==> src/rtl/sync_fifo_pkg.sv <==
// Shared types and elaboration helpers for the parametrised sync FIFO.
// Status bundle, address-width helper and parameter legality check.
package sync_fifo_pkg;

   typedef struct packed {
      logic full;
      logic empty;
      logic almost_full;
      logic almost_empty;
      logic overflow;
      logic underflow;
   } status_t;

   localparam status_t STATUS_RST = '{
      full:         1'b0,
      empty:        1'b1,
      almost_full:  1'b0,
      almost_empty: 1'b1,
      overflow:     1'b0,
      underflow:    1'b0
   };

   function automatic int calc_aw(input int depth);
      return (depth < 2) ? 1 : $clog2(depth);
   endfunction

   function automatic bit is_pow2(input int v);
      return (v > 0) && ((v & (v - 1)) == 0);
   endfunction

   function automatic bit params_ok(
      input int data_w,
      input int depth,
      input int af,
      input int ae,
      input int fwft
   );
      bit ok;
      ok = 1'b1;
      if (data_w < 1) ok = 1'b0;
      if (!is_pow2(depth) || depth < 4) ok = 1'b0;
      if (af < 1 || af > depth) ok = 1'b0;
      if (ae < 0 || ae > depth - 1) ok = 1'b0;
      if (af <= ae) ok = 1'b0;
      if (fwft != 0 && fwft != 1) ok = 1'b0;
      return ok;
   endfunction

endpackage

==> src/rtl/sync_fifo_mem.sv <==
// Flop-array storage for the sync FIFO.
// One synchronous write port, one asynchronous read port, no reset.
module sync_fifo_mem
   import sync_fifo_pkg::*;
#(
   parameter int DATA_W = 32,
   parameter int DEPTH  = 16,
   parameter int AW     = 4
) (
   input  logic              clk,
   input  logic              wr_en,
   input  logic [AW-1:0]     wr_addr,
   input  logic [DATA_W-1:0] wr_data,
   input  logic [AW-1:0]     rd_addr,
   output logic [DATA_W-1:0] rd_data
);

   logic [DATA_W-1:0] mem [DEPTH];

   always_ff @(posedge clk) begin
      if (wr_en) begin
         mem[wr_addr] <= wr_data;
      end
   end

   assign rd_data = mem[rd_addr];

endmodule

==> src/rtl/sync_fifo_param.sv <==
// Parametrised single-clock FIFO with registered flags, fill level,
// sticky overflow/underflow and standard or fall-through read.
module sync_fifo_param
   import sync_fifo_pkg::*;
#(
   parameter int DATA_W    = 32,
   parameter int DEPTH     = 16,
   parameter int AF_THRESH = DEPTH - 2,
   parameter int AE_THRESH = 2,
   parameter int FWFT      = 0,
   localparam int AW       = calc_aw(DEPTH)
) (
   input  logic              clk,
   input  logic              reset,
   input  logic              wr_en,
   input  logic [DATA_W-1:0] data_in,
   input  logic              rd_en,
   output logic [DATA_W-1:0] data_out,
   output logic              fifo_full,
   output logic              fifo_empty,
   output logic              fifo_almost_full,
   output logic              fifo_almost_empty,
   output logic [AW:0]       fill_count,
   output logic              overflow,
   output logic              underflow,
   input  logic              err_clr
);

   if (!params_ok(DATA_W, DEPTH, AF_THRESH, AE_THRESH, FWFT))
   begin : g_param_err
      $error("sync_fifo_param: illegal parameter set");
   end

   localparam logic [AW-1:0] PTR_ONE = AW'(1);
   localparam logic [AW:0]   CNT_ONE = (AW + 1)'(1);
   localparam logic [AW:0]   CNT_MAX = (AW + 1)'(DEPTH);
   localparam logic [AW:0]   AF_LVL  = (AW + 1)'(AF_THRESH);
   localparam logic [AW:0]   AE_LVL  = (AW + 1)'(AE_THRESH);

   logic [AW-1:0]     wr_ptr_q, wr_ptr_d;
   logic [AW-1:0]     rd_ptr_q, rd_ptr_d;
   logic [AW:0]       count_q, count_d;
   status_t           st_q, st_d;
   logic              wr_ok, rd_ok;
   logic [DATA_W-1:0] rd_data;

   // Accept decisions only look at the registered flags.
   assign wr_ok = wr_en && !st_q.full;
   assign rd_ok = rd_en && !st_q.empty;

   always_comb begin
      wr_ptr_d = wr_ptr_q;
      rd_ptr_d = rd_ptr_q;
      count_d  = count_q;
      if (wr_ok) wr_ptr_d = wr_ptr_q + PTR_ONE;
      if (rd_ok) rd_ptr_d = rd_ptr_q + PTR_ONE;
      unique case (1'b1)
         (wr_ok && !rd_ok): count_d = count_q + CNT_ONE;
         (!wr_ok && rd_ok): count_d = count_q - CNT_ONE;
         default:           count_d = count_q;
      endcase
   end

   always_comb begin
      st_d              = st_q;
      st_d.full         = (count_d == CNT_MAX);
      st_d.empty        = (count_d == '0);
      st_d.almost_full  = (count_d >= AF_LVL);
      st_d.almost_empty = (count_d <= AE_LVL);
      if (err_clr) begin
         st_d.overflow  = 1'b0;
         st_d.underflow = 1'b0;
      end
      // A new error in the clearing cycle must not be lost.
      if (wr_en && st_q.full)  st_d.overflow  = 1'b1;
      if (rd_en && st_q.empty) st_d.underflow = 1'b1;
   end

   always_ff @(posedge clk) begin
      if (reset) begin
         wr_ptr_q <= '0;
         rd_ptr_q <= '0;
         count_q  <= '0;
         st_q     <= STATUS_RST;
      end else begin
         wr_ptr_q <= wr_ptr_d;
         rd_ptr_q <= rd_ptr_d;
         count_q  <= count_d;
         st_q     <= st_d;
      end
   end

   sync_fifo_mem #(
      .DATA_W (DATA_W),
      .DEPTH  (DEPTH),
      .AW     (AW)
   ) u_mem (
      .clk     (clk),
      .wr_en   (wr_ok && !reset),
      .wr_addr (wr_ptr_q),
      .wr_data (data_in),
      .rd_addr (rd_ptr_q),
      .rd_data (rd_data)
   );

   if (FWFT != 0) begin : g_fwft
      assign data_out = rd_data;
   end else begin : g_std
      logic [DATA_W-1:0] dout_q;

      always_ff @(posedge clk) begin
         if (reset) begin
            dout_q <= '0;
         end else if (rd_ok) begin
            dout_q <= rd_data;
         end
      end

      assign data_out = dout_q;
   end

   assign fill_count        = count_q;
   assign fifo_full         = st_q.full;
   assign fifo_empty        = st_q.empty;
   assign fifo_almost_full  = st_q.almost_full;
   assign fifo_almost_empty = st_q.almost_empty;
   assign overflow          = st_q.overflow;
   assign underflow         = st_q.underflow;

endmodule

==> config.mk <==
export PLATFORM = sky130hd
export DESIGN_NAME = sync_fifo_param
export DESIGN_NICKNAME = d
export VERILOG_FILES = /design/src/rtl/sync_fifo_pkg.sv /design/src/rtl/sync_fifo_mem.sv /design/src/rtl/sync_fifo_param.sv
export SDC_FILE = /design/constraint.sdc
export NUM_CORES = 1
export LEC_CHECK = 0
export ABC_AREA = 1
export BUFFER_PORTS_ARGS = -buffer_cell sky130_fd_sc_hd__buf_2
export CAP_MARGIN = 20
export CORE_MARGIN = 5
export CORE_UTILIZATION = 50
export DETAILED_ROUTE_END_ITERATION = 8
export PLACE_DENSITY = 0.64
export SYNTH_ARGS = -nofsm -noshare
export SYNTH_HDL_FRONTEND = slang
export SYNTH_SLANG_ARGS = --single-unit
==> constraint.sdc <==
create_clock -name clk -period 4.67 [get_ports clk]
set_clock_uncertainty 0.15 [all_clocks]
set_input_delay 0 -clock clk [delete_from_list [all_inputs] [get_ports clk]]
set_output_delay 0 -clock clk [all_outputs]
set_load 0.01 [all_outputs]
==> key figures, run 1 <==
Drt
  – DRC: 0
  – Initial drt markers: 1402
  – Routed wire per std cell: 19.96 um
  – Vias per cell: 5.478
  – Routed vias: 14906
  – Post-route ant nets: 0
  – WL final: 54310 um
  – Router iterations before antenna repair: 6

STA
  – Final setup vio count: 0
  – Fin crit period: 2.846 ns
  – Post-route worst setup slack: 1.824 ns
  – Final Hold Vio Count: 0
  – Post-route setup TNS: 0 ns
  – Worst-Margin Slew: 1.062 ns
  – Pins Over Slew Limit: 0
  – Max Clock Freq: 351.4 MHz
  – Unrepaired setup endpoints after global routing: false
  – Final Cycle Share: 60.93%
  – Max_slew headroom: 29.18%

Cells and area
  – Area occupied by registers: 16410 um^2
  – Fin nets: 2119
  – Layout cells sized above 1: 10.75%
  – Layout area overhead: 13.80%
  – Antenna diodes: 0
  – Area of the multi-input gates: 5459 um^2
  – Fillers: 3715

Flow run
  – Max_cap viols: 0

Clocking
  – Htree depth: 2
  – CTS Root Buffer Type: clkbuf_16
  – CTS tree: yes
  – CTS sink cnt: 563
  – Clock latency on the worst-skew pair: 0.60 ns
  – Post-CTS Resized: 0
  – Clock Path Buffers: 3
  – Inserted Clock Buffers: 57
  – Reg clk slew, reported paths: 0.06 ns

Setup path
  – Crit end category: register
  – Slowest cell on the critical path: inv_6
  – Crit Path Category: register to register
  – Worst path arrival time: 3.24 ns
  – CP Max Fanout: 129
  – Setup crit start kind: register
  – Worst Path Required: 5.07 ns
  – Worst path cell trace: inv_6 -> buf_4 -> nand2_1 -> nand3_1 -> nand3_1 -> a21oi_1 -> o21ai_1 -> inv_1
  – Crit path top cell by count: nand3_1
  – Largest incremental delay on the critical path: 0.75 ns
  – R2R Setup Slk: 1.82 ns

Place
  – Final Wtd Congestion: 0.7736
  – Dpl hpwl: 28430 um
  – Buffers on Ports: 79
  – Dpl ws: 1.851 ns

Global routing
  – Total congestion overflow: 0
  – GRT Overall Usage: 21.63%
  – First-pass GRT wire length: 84480 um
  – Vias in the first global route: 14524
  – Antenna violations before repair: 0
  – Largest net degree at the start of global routing: 130

Synthesis
  – Largest family of logic cells by synthesized area: simple AND/OR/NAND/NOR gates
  – Mapped Nets: 2026
  – Compound-gate portion of the synthesized area: 1.790%
  – Mapped Area: 22650 um^2
  – Mux cell area share after synthesis: 0.04419%
  – Distinct cells, synth: 22
  – Post-synthesis simple-gate area fraction: 21.31%
  – Gate Count Post-Synth: 1981
  – Top cells by area, synth: edfxtp_1, nand2_1, nand3_1
  – Synth Area in Adders: 0.4419%
  – Area leader, netlist: edfxtp_1
  – Top cell type's share of synthesized area: 67.87%
  – Xor-xnor portion of the synthesized cell area: 0.03867%
  – Seq/Total Area, Yosys: 72.38%
  – Yosys Warn Count: 0
  – Register bit total from synthesis: 563
  – Syn Area/Cell: 11.43 um^2

Power and ir drop
  – Peak VDD IR: 0.2929 mV
  – LEAKAGE: 9.567 nW
  – Pwr per Cell Area: 454.9 nW/um^2

Die
  – Core area: 45090 um^2
  – Die height: 222.8 um
  – # IOs: 80
  – Total die area: 49660 um^2
  – Starting density of the core: 50.24%
  – Die width: 222.8 um
  – FP Rows: 78

Min path
  – Min-delay worst type: primary input to register

Run status
  – Status: finished, final reports clean
## critical path, delay by kind of cell (launching register included)
kind	cells	cell delay, ns
and+or+nand+nor	3	0.27
AOI/OAI and AO/OA	2	0.36
buffers and inverters	3	1.48
DFF	1	0.44
## flip-flops by register name (all words and copies together), names as in the netlist
name / cells
u_mem.mem: 512
data_out: 32
fill_count: 5
rd_ptr_q: 4
wr_ptr_q: 4
fifo_almost_empty: 1
fifo_almost_full: 1
fifo_empty: 1
fifo_full: 1
overflow: 1
underflow: 1
## timing repair
action,CTS,global route
hold endpoints to repair,532,0
hold buffers,37,0
endpoints found under the setup margin,0,0
setup buffers,0,0
## stage by stage
step | utilization, % | hold WS [ns] | area [um^2] | std cells | total power (W)
after floorplan | - | -0.05113 | 22650 | 1981 | 0.006871
after global placement | 52.19 | 0.1109 | 23530 | 2577 | 0.007278
after detailed placement | 52.19 | 0.1130 | 23530 | 2577 | 0.007303
after CTS | 57.11 | 0.03238 | 25750 | 2720 | 0.01181
after global routing | 57.17 | 0.09692 | 25780 | 2721 | 0.01223
final | 57.17 | 0.07066 | 25780 | 2721 | 0.01173
## power breakdown
part	total (W)	switching [W]	leakage, nW	internal (W)
clock network	0.00450	0.00187	0.913	0.00263
logic	0.00150	0.00103	3.62	0.000477
registers	0.00572	0.000113	5.03	0.00561
## logic make-up (layout without fill, tap and decap cells)
group / after synthesis / count (layout)
muxes: 1 / 1
buffers and inverters: 179 / 319
adders and majority gates: 8 / 8
xor gates and xnor gates: 1 / 1
DFF: 563 / 563
AOI/OAI and AO/OA: 81 / 81
and+or+nand+nor: 1148 / 1148
## path summary, 6_finish.rpt
| path | endpoint | start | cells past startpoint |
|---|---|---|---|
| hold / removal | underflow | err_clr | 5 |
| hold reg to reg | data_out[12] | data_out[12] | 4 |
| setup / recovery | data_out[19] | rd_ptr_q[0] | 8 |
| setup reg to reg | data_out[19] | rd_ptr_q[0] | 8 |
## cell type report
| class | instances | share of cell area [%] |
|---|---|---|
| flip-flops and latches | 563 | 63.64 |
| inverters | 59 | 0.8882 |
| multi-input cells | 1239 | 21.18 |
| well taps | 600 | 2.912 |
| clock inverters | 28 | 1.068 |
| repair buffers | 154 | 4.203 |
| clock buffers | 78 | 6.111 |
## cells in the mapped netlist (all sizes together)
cell,count
a21oi,43
dfxtp,51
buf,95
mux2i,1
ha,8
o21ai,38
xor2,1
clkbuf,25
edfxtp,512
nand2,652
and3,1
inv,59
nor4,1
nor3,11
nand3,395
nor2,86
nand4,2
## layout by cell type (no fill, tap or decap)
cell type / instances
buf_16: 1
nor3_1: 3
clkinv_1: 5
dlygate4sd3_1: 37
and3_1: 1
clkinv_2: 13
nand2_1: 652
o21ai_1: 32
xor2_1: 1
mux2i_1: 1
inv_1: 56
dfxtp_4: 2
inv_6: 4
clkbuf_16: 57
dfxtp_2: 2
nand4_1: 2
clkbuf_1: 14
buf_12: 1
buf_2: 79
clkbuf_8: 7
ha_1: 8
dfxtp_1: 47
edfxtp_1: 512
buf_4: 36
nor2_4: 9
inv_4: 1
nand3_1: 395
clkinvlp_4: 2
nor4_1: 1
bufinv_16: 5
a21oi_1: 43
inv_2: 1
nor2_1: 77
nor3_2: 8
o21ai_0: 6
## per-layer routing
metal / routed length (um) / vias up / global-route usage [%]
met5: 0 / - / 0
met3: 3925 / 84 / 3.184
li1: - / 7036 / -
met1: 23950 / 7264 / 31.29
met4: 1203 / 0 / 6.008
met2: 25240 / 522 / 34.69
(Power assumes the default switching activity.)
==> run 2: changes to the inputs <==
- PLACE_DENSITY: 0.64 -> 0.66
- clock period: 4.67 -> 2.5 ns (I/O delays scaled with it)
==> run 2 against run 1 <==
Effect of this change: clock-buffer cell count unchanged; cell count grew 1.1%; hold slack improved by 0.10 ns; critical path depth grew 8; sequential cell count stayed put; register-to-register slack lost 1.6 ns; wire length grew 1.4%; sequential share of layout area shrank 1.2 points.
==> key figures, run 2 (same netlist as run 1, synthesis figures left out) <==
Run status
  – Status: finished, final reports clean

STA
  – Max_slew headroom: 35.23%
  – Final Hold Vio Count: 0
  – Final setup vio count: 0
  – Final Cycle Share: 89.44%
  – Pins Over Slew Limit: 0
  – Unrepaired setup endpoints after global routing: false
  – WHS: 0.1702 ns
  – Max Clock Freq: 447.2 MHz
  – Fin crit period: 2.236 ns
  – Worst-Margin Slew: 0.9715 ns

Clocking
  – Reg clk slew, reported paths: 0.06 ns
  – CTS sink cnt: 563
  – Clock Path Buffers: 3
  – CTS tree: yes
  – CTS Root Buffer Type: clkbuf_16
  – Htree depth: 2
  – Clock latency on the worst-skew pair: 0.61 ns
  – Setup Buffers After CTS: 0
  – Hold buffers post-CTS: 39
  – Inserted Clock Buffers: 57
  – Post-CTS Resized: 0

Min path
  – Min-delay worst type: primary input to register
  – Hold_sp: data_in[13]
  – WHS Path Cells: 2

Drt
  – Vias per cell: 5.523
  – Routed wire per std cell: 20.03 um
  – Router iterations before antenna repair: 5
  – Initial drt markers: 1750
  – Routed vias: 15193
  – Post-route ant nets: 0
  – WL final: 55090 um
  – DRC: 0

Setup path
  – Worst-case reg-to-reg path depth: 16
  – CP Max Fanout: 6
  – Slowest cell on the critical path: dfxtp_1
  – Worst path cell trace: nor2_1 -> inv_1 -> ha_1 -> nand2_1 -> inv_1 -> nor2_1 -> ha_1 -> inv_1 -> nand2_1 -> inv_1 -> nand2_1 -> nand3_1 -> o21ai_0 -> nor2_1 -> nand3_1 -> nand2_1
  – Worst Path Required: 2.83 ns
  – Critical Path End: fifo_empty
  – CP bufs+invs: 4
  – Reg-to-reg startpoint: fifo_full
  – Worst path arrival time: 2.57 ns
  – Worst reg2reg endpoint: fifo_empty
  – Crit Path Category: register to register
  – Dominant delay contributor by cell family on the critical path: simple AND/OR/NAND/NOR gates
  – Largest incremental delay on the critical path: 0.32 ns
  – R2R Setup Slk: 0.26 ns
  – Setup crit start kind: register
  – Crit end category: register
  – CP Depth: 16
  – Crit path from: fifo_full

Cells and area
  – Fin nets: 2148
  – Layout area overhead: 15.99%
  – Number of flip-flops in the largest register: 512
  – Antenna diodes: 0
  – Commonest non-fill, non-tap cell in the layout: nand2_1
  – Fin cells: 2751
  – Most frequent cells in the layout: nand2_1, edfxtp_1, nand3_1
  – Layout cells sized above 1: 11.85%
  – Fin area: 26270 um^2
  – Top reg by flops: u_mem.mem

Place
  – DP Cell Count: 2605
  – Buffers on Ports: 79
  – Dpl hpwl: 30150 um
  – Final Wtd Congestion: 0.8136
  – Placed Instance Area: 23970 um^2

Global routing
  – Antenna violations before repair: 0
  – First-pass GRT wire length: 86110 um
  – Largest net degree at the start of global routing: 69
  – GRT Overall Usage: 21.98%
  – Total congestion overflow: 0
  – Vias in the first global route: 14809

Power and ir drop
  – LEAKAGE: 9.819 nW
  – Pwr per Cell Area: 847.5 nW/um^2
  – Tot Pwr: 0.02226 W
  – Peak VDD IR: 0.5227 mV

Die
  – Starting density of the core: 50.24%
  – Die width: 222.8 um
  – Die height: 222.8 um
  – Core area: 45090 um^2
  – FP Rows: 78
  – Total die area: 49660 um^2
  – # IOs: 80

Flow run
  – Max_cap viols: 0
==> run 2: changes by cell type in the layout (fill, tap and decap cells not counted), moves of 3 or more <==
| cell | previous run | this run |
|---|---|---|
| nor3_2 | 8 | 4 |
| nor3_4 | 0 | 4 |
| clkinv_4 | 0 | 3 |
| buf_12 | 1 | 17 |
| clkinv_8 | 0 | 3 |
| buf_4 | 36 | 48 |
| clkinv_2 | 13 | 8 |
==> run 2: worst register-to-register path, stage by stage, from the launching register on <==
cell,delay (ns)
dfxtp_1,0.32
nor2_1,0.13
inv_1,0.07
ha_1,0.24
nand2_1,0.08
inv_1,0.05
nor2_1,0.13
ha_1,0.16
inv_1,0.04
nand2_1,0.11
inv_1,0.05
nand2_1,0.06
nand3_1,0.05
o21ai_0,0.18
nor2_1,0.11
nand3_1,0.10
nand2_1,0.05
==> run 2: power breakdown <==
| group | total [W] | switching [W] | internal, W | leakage (nW) |
|---|---|---|---|---|
| Clock | 0.00859 | 0.00354 | 0.00505 | 0.933 |
| Combinational | 0.00305 | 0.00206 | 0.000990 | 3.85 |
| Sequential | 0.0106 | 0.000152 | 0.0105 | 5.03 |
==> run 2: area by class of cell <==
type | instances | area [um^2]
tap | 600 | 750.7
fill | 3637 | 18820
clock inverter | 29 | 341.6
inverter | 59 | 229.0
timing repair buffer | 183 | 1486
sequential | 563 | 16410
multi-input combinational | 1239 | 5484
clock buffer | 78 | 1575
==> run 2: worst min-delay path by stage <==
stage | slack [ns] | endpoint
after floorplan | -0.05 | u_mem.mem[0][0]
after global placement | 0.11 | overflow
after detailed placement | 0.11 | underflow
after CTS | 0.13 | u_mem.mem[11][17]
after global routing | 0.16 | u_mem.mem[6][12]
final | 0.17 | u_mem.mem[13][13]
==> run 2: layer usage <==
metal	vias to the layer above	part of all wire, %	track usage, %
met1	7402	44	31.41
met4	0	2.1	6.146
met3	94	7.0	2.973
met2	587	47	35.87
li1	7110	-	-
met5	-	0	0
==> run 2: metrics by stage <==
stage | utilization [%] | TNS (ns) | setup WS, ns
floorplan | - | -144.63 | -0.9610
global placement | 53.15 | 0 | 0.2984
detailed placement | 53.15 | 0 | 0.3035
CTS | 58.27 | 0 | 0.2932
global route | 58.27 | 0 | 0.02800
finish | 58.27 | 0 | 0.2640
==> run 3: changes to the inputs <==
- ABC_AREA: 1 -> not set
- SLEW_MARGIN: not set -> 15
==> run 3 against run 2 <==
Effect of this change: the flow now finishes with violations (setup timing); sequential power about the same; final area decreased by 3.7%; hold slack got worse by 0.0047 ns; highest routed layer is now met5; critical path depth decreased by 7; sequential share of layout area increased by 2.4 points; global-route usage decreased by 2.8 points.
==> key figures, run 3 <==
Run status
  – Status: finished, violations left
  – Violated checks: setup timing

Global routing
  – Antenna violations before repair: 1
  – Total congestion overflow: 0
  – Vias in the first global route: 10809
  – Largest net degree at the start of global routing: 53
  – First-pass GRT wire length: 67740 um
  – GRT Overall Usage: 19.20%

STA
  – Max Clock Freq: 399.3 MHz
  – Post-route worst setup slack: -0.004467 ns
  – Max_slew headroom: 70.46%
  – Fin crit period: 2.504 ns
  – Worst-Margin Slew: 0.4399 ns
  – Final Cycle Share: 100.2%
  – Final setup vio count: 2
  – Pins Over Slew Limit: 0
  – Final Hold Vio Count: 0
  – Unrepaired setup endpoints after global routing: true

Cells and area
  – Antenna diodes: 0
  – Area of the multi-input gates: 4815 um^2
  – Fin nets: 1247
  – Number of flip-flops in the largest register: 512
  – Most frequent cells in the layout: edfxtp_1, mux4_2, buf_2
  – Area occupied by registers: 16410 um^2
  – Commonest non-fill, non-tap cell in the layout: edfxtp_1
  – Layout cells sized above 1: 31.62%
  – Fillers: 3028
  – Layout area overhead: 18.93%
  – Fin util: 60.20%
  – Top reg by flops: u_mem.mem

Synthesis
  – Gate Count Post-Synth: 1012
  – Mapped Area: 21280 um^2
  – Mapped Nets: 1057
  – Register bit total from synthesis: 563
  – Asr flop ratio synth: 0%
  – Syn Area/Cell: 21.03 um^2
  – Top cell type's share of synthesized area: 72.25%
  – Yosys Warn Count: 0
  – Distinct cells, synth: 35
  – Synth Flop Type: edfxtp_1
  – Synth top cells by count: edfxtp_1, mux4_2, mux2i_1
  – Area leader, netlist: edfxtp_1
  – Post-synth EDFFs: 512
  – Top cells by area, synth: edfxtp_1, mux4_2, dfxtp_1
  – Most common cell in the netlist: edfxtp_1
  – Seq/Total Area, Yosys: 77.05%

Setup path
  – Dominant delay contributor by cell family on the critical path: simple AND/OR/NAND/NOR gates
  – Crit path from: fifo_empty
  – Setup crit start kind: register
  – CP Depth: 9
  – Crit Path Category: register to register
  – Largest incremental delay on the critical path: 0.33 ns
  – R2R Setup Slk: -0.004 ns
  – Slowest cell on the critical path: dfxtp_2
  – Worst Path Required: 2.83 ns
  – CP bufs+invs: 0
  – CP Max Fanout: 5
  – Crit path top cell by count: xor2_2
  – Worst path cell trace: nor2b_2 -> ha_4 -> xor2_2 -> ha_2 -> mux2_4 -> nor4_4 -> o22ai_2 -> xor2_2 -> a31o_2
  – Worst reg2reg endpoint: fifo_empty
  – Crit end category: register
  – Worst path arrival time: 2.83 ns
  – Reg-to-reg startpoint: fifo_empty
  – Critical Path End: fifo_empty
  – Worst-case reg-to-reg path depth: 9

Place
  – Buffers on Ports: 79
  – Dpl hpwl: 25050 um
  – Final Wtd Congestion: 0.7404
  – Dpl ws: 0.05013 ns

Min path
  – WHS Path Cells: 2
  – Min-delay worst type: primary input to register

Drt
  – Routed vias: 10272
  – Routed wire per std cell: 24.81 um
  – WL final: 44290 um
  – Router iterations before antenna repair: 5
  – Vias per cell: 5.755
  – Initial drt markers: 734
  – Post-route ant nets: 0
  – DRC: 0

Clocking
  – Reg clk slew, reported paths: 0.06 ns
  – CTS tree: yes
  – Htree depth: 2
  – Clock Path Buffers: 3
  – CTS sink cnt: 563
  – CTS Root Buffer Type: clkbuf_16
  – Inserted Clock Buffers: 56
  – Clock latency on the worst-skew pair: 0.59 ns

Die
  – Die width: 216.3 um
  – Die height: 216.3 um
  – # IOs: 80
  – FP Rows: 75
  – Core area: 42040 um^2
  – Starting density of the core: 50.62%
  – Total die area: 46790 um^2

Power and ir drop
  – Pwr per Cell Area: 860.7 nW/um^2
  – Peak VDD IR: 0.5946 mV
  – LEAKAGE: 8.043 nW

Flow run
  – Max_cap viols: 0
run 3: cell types whose count changed in the layout (fill, tap and decap cells not counted), sizes merged, moves of 4 or more:
cell,change
xor2,+6
nor3,-7
nand3,-395
mux2i,+66
nand2,-639
inv,-54
mux4,+128
nor2,-22
nor2b,+5
o21ai,-6
a21oi,-7
xnor2,+4
run 3: logic make-up after synthesis:
group | synth area share, %
flops | 77.05
mux | 16.75
simple gates | 1.899
compound gates | 2.028
buf+inv | 1.352
xor+xnor | 0.4527
fa+ha+maj | 0.4704
run 3: worst min path at each step:
stage	startpoint	slack, ns	end
2_1_floorplan	data_in[0]	-0.05	u_mem.mem[0][0]
3_3_place_gp	wr_en	0.13	overflow
3_5_place_dp	rd_en	0.13	underflow
4_1_cts	data_in[24]	0.14	u_mem.mem[11][24]
5_1_grt	data_in[11]	0.16	u_mem.mem[7][11]
6_report	data_in[0]	0.17	u_mem.mem[5][0]
run 3: area by class of cell:
type / instances / share of cell area [%]
Clock buffer: 76 / 6.229
Clock inverter: 26 / 1.004
Inverter: 5 / 0.07415
Multi-Input combinational cell: 390 / 19.02
Sequential cell: 563 / 64.85
Tap cell: 539 / 2.665
Timing Repair Buffer: 186 / 6.160
run 3: timing repair:
action,4_1_cts,5_1_grt
endpoints found under the hold margin,531,0
hold buffers,39,0
pin swaps,0,8
setup endpoints to repair,2,5
resized for setup,2,10
buffers inserted,0,3
run 3: stage by stage:
| step | TNS (ns) | std cells | power, W | hold slack [ns] | cell area (um^2) |
|---|---|---|---|---|---|
| after global placement | 0 | 1641 | 0.01360 | 0.1257 | 23000 |
| after detailed placement | 0 | 1641 | 0.01366 | 0.1304 | 23000 |
| after floorplan | -138.27 | 1012 | 0.01279 | -0.05113 | 21330 |
| final | -0.008280 | 1785 | 0.02178 | 0.1655 | 25310 |
| after global routing | -0.3745 | 1785 | 0.02267 | 0.1628 | 25310 |
| after CTS | 0 | 1782 | 0.02194 | 0.1443 | 25230 |
run 3: power breakdown:
group / total (W) / internal (W) / switching [W]
Sequential: 0.0107 / 0.0105 / 0.000161
Clock: 0.00824 / 0.00482 / 0.00342
Combinational: 0.00287 / 0.00147 / 0.00140
Total: 0.0218 / 0.0168 / 0.00499
run 3: metal layers:
metal,GRT usage (%),vias up,part of all wire (%)
li1,-,4517,-
met5,0,-,0.029
met2,31.73,258,49
met4,4.918,2,2.2
met3,3.238,66,5.1
met1,27.17,5429,43
